**src/rtl/cnt_ser_pkg.sv**
```systemverilog
// Shared definitions for the count snapshot serializer.
// Contents: the frame FSM state encoding, the frame and data bit counts,
// the line levels for idle, start and stop, and the even-parity helper.
package cnt_ser_pkg;

  typedef enum logic [2:0] {
    IDLE   = 3'd0,
    START  = 3'd1,
    DIR    = 3'd2,
    DATA   = 3'd3,
    PARITY = 3'd4,
    STOP   = 3'd5
  } state_t;

  // Frame layout: start + dir + 8 data + parity + stop.
  localparam int FRAME_BITS = 12;
  localparam int DATA_BITS  = 8;

  localparam logic IDLE_LEVEL  = 1'b1;
  localparam logic START_LEVEL = 1'b0;
  localparam logic STOP_LEVEL  = 1'b1;

  // Even parity over the direction bit and the data byte.
  function automatic logic even_parity(input logic d, input logic [DATA_BITS-1:0] v);
    return d ^ (^v);
  endfunction

endpackage

```
**src/rtl/count_bit_timer.sv**
```systemverilog
// Bit-period timer for the serializer.
// Ports:
//   clk     - system clock
//   rst     - synchronous, active-low reset
//   run     - timer counts while high, held at zero while low
//   bit_end - high during the last clock of each bit period
module count_bit_timer #(
  parameter int CLKS_PER_BIT = 4
) (
  input  logic clk,
  input  logic rst,
  input  logic run,
  output logic bit_end
);

  // One timer bit minimum so CLKS_PER_BIT = 1 still elaborates.
  localparam int TW = (CLKS_PER_BIT > 1) ? $clog2(CLKS_PER_BIT) : 1;
  localparam logic [TW-1:0] LAST = TW'(CLKS_PER_BIT - 1);

  logic [TW-1:0] timer;

  assign bit_end = run && (timer == LAST);

  always_ff @(posedge clk) begin
    if (!rst) begin
      timer <= '0;
    end else if (!run || bit_end) begin
      timer <= '0;
    end else begin
      timer <= timer + 1'b1;
    end
  end

endmodule

```
**src/rtl/count_snapshot_serializer.sv**
```systemverilog
// Captures the up/down counter value and direction on a snapshot request
// and shifts them out as a framed serial word on a single monitor pin:
// start(0), dir, count[7:0] MSB first, even parity, stop(1).
// Ports:
//   clk      - system clock, all logic on the rising edge
//   rst      - synchronous, active-low reset (aborts any frame)
//   count    - counter value to capture
//   dir      - counter direction (0 up, 1 down)
//   snap     - snapshot request, sampled every edge
//   ovr_clr  - clears the sticky overrun flag
//   tx       - registered serial line, idles high
//   busy     - registered, high while a frame is in progress
//   done     - one-cycle pulse in the first idle cycle after a frame
//   overrun  - sticky, set by snap while busy (set beats clear)
module count_snapshot_serializer
  import cnt_ser_pkg::*;
#(
  parameter int CLKS_PER_BIT = 4
) (
  input  logic       clk,
  input  logic       rst,
  input  logic [7:0] count,
  input  logic       dir,
  input  logic       snap,
  input  logic       ovr_clr,
  output logic       tx,
  output logic       busy,
  output logic       done,
  output logic       overrun
);

  state_t state, state_nxt;

  logic                 bit_end;
  logic                 accept;
  logic [2:0]           bit_idx, bit_idx_nxt;
  logic [DATA_BITS-1:0] sreg, sreg_nxt;
  logic                 dir_q;
  logic                 par_q;
  logic                 tx_nxt;
  logic                 busy_nxt;
  logic                 done_nxt;

  assign accept = (state == IDLE) && snap;

  count_bit_timer #(
    .CLKS_PER_BIT(CLKS_PER_BIT)
  ) u_timer (
    .clk    (clk),
    .rst    (rst),
    .run    (state != IDLE),
    .bit_end(bit_end)
  );

  // State register
  always_ff @(posedge clk) begin
    if (!rst) begin
      state   <= IDLE;
      bit_idx <= '0;
    end else begin
      state   <= state_nxt;
      bit_idx <= bit_idx_nxt;
    end
  end

  // Next-state logic
  always_comb begin
    state_nxt   = state;
    bit_idx_nxt = bit_idx;
    case (state)
      IDLE:   if (snap) state_nxt = START;
      START:  if (bit_end) state_nxt = DIR;
      DIR: begin
        if (bit_end) begin
          state_nxt   = DATA;
          bit_idx_nxt = 3'(DATA_BITS - 1);
        end
      end
      DATA: begin
        if (bit_end) begin
          if (bit_idx == 3'd0) state_nxt = PARITY;
          else                 bit_idx_nxt = bit_idx - 3'd1;
        end
      end
      PARITY: if (bit_end) state_nxt = STOP;
      STOP:   if (bit_end) state_nxt = IDLE;
      default: state_nxt = IDLE;
    endcase
  end

  // Shift register: load on capture, shift left at the end of each data bit.
  always_comb begin
    sreg_nxt = sreg;
    if (accept) begin
      sreg_nxt = count;
    end else if ((state == DATA) && bit_end) begin
      sreg_nxt = {sreg[DATA_BITS-2:0], 1'b0};
    end
  end

  // Output logic: computed from the next state so tx/busy can be registered
  // without adding a cycle of latency to the frame.
  always_comb begin
    tx_nxt = IDLE_LEVEL;
    case (state_nxt)
      START:   tx_nxt = START_LEVEL;
      DIR:     tx_nxt = dir_q;
      DATA:    tx_nxt = sreg_nxt[DATA_BITS-1];
      PARITY:  tx_nxt = par_q;
      STOP:    tx_nxt = STOP_LEVEL;
      default: tx_nxt = IDLE_LEVEL;
    endcase
    busy_nxt = (state_nxt != IDLE);
    done_nxt = (state == STOP) && bit_end;
  end

  always_ff @(posedge clk) begin
    if (!rst) begin
      tx      <= IDLE_LEVEL;
      busy    <= 1'b0;
      done    <= 1'b0;
      overrun <= 1'b0;
    end else begin
      tx   <= tx_nxt;
      busy <= busy_nxt;
      done <= done_nxt;
      if (snap && busy) begin
        overrun <= 1'b1;
      end else if (ovr_clr) begin
        overrun <= 1'b0;
      end
    end
  end

  // Captured frame payload; only meaningful once a frame has been accepted.
  always_ff @(posedge clk) begin
    sreg <= sreg_nxt;
    if (accept) begin
      dir_q <= dir;
      par_q <= even_parity(dir, count);
    end
  end

endmodule

```
**config.mk**
```make
export PLATFORM = sky130hd
export DESIGN_NAME = count_snapshot_serializer
export DESIGN_NICKNAME = d
export VERILOG_FILES = /design/src/rtl/cnt_ser_pkg.sv /design/src/rtl/count_bit_timer.sv /design/src/rtl/count_snapshot_serializer.sv
export SDC_FILE = /design/constraint.sdc
export NUM_CORES = 1
export LEC_CHECK = 0
export BUFFER_PORTS_ARGS = -buffer_cell sky130_fd_sc_hd__buf_2
export CAP_MARGIN = 15
export CORE_UTILIZATION = 55
export CTS_CLUSTER_DIAMETER = 40
export DETAILED_ROUTE_END_ITERATION = 6
export PLACE_DENSITY = 0.82
export SYNTH_ARGS = -nofsm -noshare
export SYNTH_HDL_FRONTEND = slang
export SYNTH_SLANG_ARGS = --single-unit
```
**constraint.sdc**
```tcl
create_clock -name clk -period 4.1 [get_ports clk]
set_clock_uncertainty 0.15 [all_clocks]
set_input_delay 0.205 -clock clk [delete_from_list [all_inputs] [get_ports clk]]
set_output_delay 0.205 -clock clk [all_outputs]
set_load 0.1 [all_outputs]
```
==> run_results.csv <==
group,metric,value,unit
placement,routabilityCongestion,0.828,
drt,drtIter0Drc,6,
die,ioPinCount,17,
final_layout,final_area,0.00123,mm2
pwr,irDropWorstVdd,0.000291,V
placement,placed_cell_area,0.00117,mm2
yosys,synth_top_family_by_area,"simple AND/OR/NAND/NOR gates",
yosys,synth-compound-area-share,0.173,
drt,ant_nets,0,
sta,drv_slew,0,
placement,post-place-ws,1.98,ns
worst_setup_path,ff2ff_path_depth,6,
clock_network,cts_tree,"yes",
global_routing,grt_pass1_vias,703,
yosys,synthDistinctLibCells,42,
sta,hold_viol,0,
die,die_h,46.5,um
status,outcome,"completed",
worst_setup_path,startpoint_type,"register",
yosys,synth_fa_ha_area_frac,0.0344,
yosys,ys_warn_count,0,
pwr,report.power.total,480,uW
pwr,leakagePower,0.500,nW
worst_setup_path,crit_path_max_fanout,9,
worst_setup_path,crit_path_end,"tx",
worst_setup_path,crit_type,"reg2reg",
worst_setup_path,worstPathRequired,4.15,ns
sta,rsz0062_at_grt,"false",
sta,fin_ws,1.94,ns
global_routing,antenna_found_initial,0,
placement,portBuffers,16,
global_routing,track_usage,0.201,
final_layout,final_cell_mix,"16 x buf_2, 13 x dfxtp_1, 9 x edfxtp_1",
clock_network,cts_buffers,3,
clock_network,cts_resized,0,
clock_network,cts_root_buf,"clkbuf_4",
sta,setup_violations,0,
yosys,synth_xor_area_frac,0.0643,
die,die_w,46.5,um
final_layout,final_common_cell,"buf_2",
clock_network,cts.clk_slew.worst_paths,0.12,ns
global_routing,grt_overflow,0,
drt,routedWlPerCell,13.1,um
worst_setup_path,worstSetupStartpoint,"u_timer.timer[0]",
final_layout,antenna_cells,0,
global_routing,grt_util_met1,0.278,
clock_network,postCtsSetupRepairBufs,0,
global_routing,busiest_layer,"met2",
sta,whs,0.00216,ns
clock_network,clk-insertion-delay-late,0.30,ns
die,num_rows,15,
sta,tns,0,ns
yosys,seq_area_frac_synth,0.487,
global_routing,grt_start_max_net_pins,14,
drt,vias_per_cell,5.59,
global_routing,grt_pass1_wl,2980,um
drt,drt-total-wl,1820,um
clock_network,cts.sinks,22,
yosys,syn-num-nets,113,
drt,vias,777,
worst_setup_path,critPathCaptureType,"register",
drt,remaining_drc_errors,0,
die,fp.dieArea,0.00216,mm2
final_layout,fill_cells,143,
yosys,synth_seq_cells,22,
pwr,p_per_area,391,mW/mm2
worst_setup_path,r2r-end,"tx",
worst_hold_path,min_path_cells,3,
sta,max_slew_margin,0.676,
sta,fmax,464,MHz
drt,dr.pass1.iters,3,
sta,layout_min_cycle_time,2.16,ns
worst_setup_path,rr_startpoint,"u_timer.timer[0]",
final_layout,nets,131,
yosys,syn_area_per_cell,11.2,um2
placement,hpwl,1390,um
die,coreArea,0.00178,mm2
worst_hold_path,hp-class,"in2reg",
global_routing,grt_use_met3,0.0627,
yosys,synthMuxAreaShare,0.0184,
flow_run,drv_cap,0,
global_routing,use_met2,0.286,
yosys,synth_top_area_cell,"edfxtp_1",
final_layout,final_layout_size_suffix_gt1_frac,0.272,
clock_network,htree_levels,1,
final_layout,area_growth,12.7,%
yosys,synth_top_area_share,0.248,
clock_network,cts_buffer_depth,2,
yosys,netlist_top_cells_area,"edfxtp_1 25%, dfxtp_1 24%, a22o_1 4.8%, xnor2_1 4.8%, ha_1 3.4%",
worst_setup_path,arrival,2.21,ns
worst_setup_path,rrSetupSlack,1.94,ns
sta,period_share,0.526,
die,start_util,0.611,
sta,worstMarginPinSlew,0.489,ns
yosys,synth_simple_gate_area_share,0.177,
yosys,netlist_area,0.00109,mm2
yosys,synthCells,97,
==> through the flow <==
step,util,instances
floorplan,-,97
global placement,0.654,134
detailed placement,0.654,134
CTS,0.689,139
global route,0.689,139
finish,0.689,139
==> layer usage <==
metal / part of all wire / vias up
li1: - / 389
met1: 0.50 / 374
met2: 0.46 / 10
met3: 0.026 / 4
met4: 0.014 / 0
met5: 0 / -
==> timing repair <==
item	CTS	global route
hold endpoints to repair	1	0
hold buffers	1	0
setup endpoints to repair	0	0
==> flip-flops by register name, indices dropped and copies added, names as in the netlist <==
register,flops
sreg,8
bit_idx,3
state,3
u_timer.timer,2
busy,1
dir_q,1
done,1
overrun,1
par_q,1
tx,1
==> cell families (layout without fill, tap and decap cells) <==
| kind of cell | Yosys count | after routing |
|---|---|---|
| AND/OR/NAND/NOR | 32 | 32 |
| flip-flops | 22 | 22 |
| buffers and inverters | 8 | 25 |
| multiplexers | 2 | 2 |
| adder cells (fa/ha/maj) | 3 | 3 |
| AO/OA/AOI/OAI | 22 | 22 |
| XOR/XNOR | 8 | 8 |
==> power breakdown <==
| part | internal [mW] | switching, mW | total, mW |
|---|---|---|---|
| Clock | 0.0988 | 0.0644 | 0.163 |
| Sequential | 0.242 | 0.00573 | 0.248 |
| Combinational | 0.0266 | 0.0422 | 0.0688 |
==> worst max-delay path, stage by stage (launching register included) <==
cell      delay (ns)
dfxtp_1         0.33
ha_1            0.31
and4b_2         0.33
a211oi_2        0.28
and2_1          0.18
or3b_1          0.35
o311a_1         0.11
==> cell type report <==
cell class,instances,area [um2],share of cell area
inverter,4,15.0,0.0122
timing repair buffer,17,90.1,0.0733
tap,25,31.3,0.0255
sequential,22,531,0.432
multi-input combinational,67,509,0.414
clock buffer,3,22.5,0.0183
clock inverter,1,30.0,0.0244
==> how the worst min path moves through the flow <==
stage          slack, ns                to        startpoint
2_1_floorplan       0.15             dir_q               dir
3_3_place_gp        0.26  u_timer.timer[0]  u_timer.timer[0]
3_5_place_dp        0.26             dir_q               dir
4_1_cts            0.002           overrun           ovr_clr
5_1_grt            0.006        bit_idx[1]               rst
6_report           0.002           overrun           ovr_clr
==> cell usage after synthesis, drive strengths merged <==
cell type  instances
nand3              2
nor3               1
inv                4
o21a               1
a211oi             1
nand2              6
edfxtp             9
dfxtp             13
xnor2              6
nor3b              1
o2111ai            1
and4b              1
a21oi              6
nor4               1
a31oi              1
a22o               6
o211a              1
o221a              1
xor2               2
and3               2
nor2               6
a2111oi            1
or3                1
nor2b              1
and2b              1
a22oi              1
o21ai              1
buf                4
o311a              1
or2                1
nor4b              1
ha                 3
or3b               1
mux2i              2
and2               4
nand4              1
nand2b             1
No activity file was read; power rests on OpenSTA's default activity.
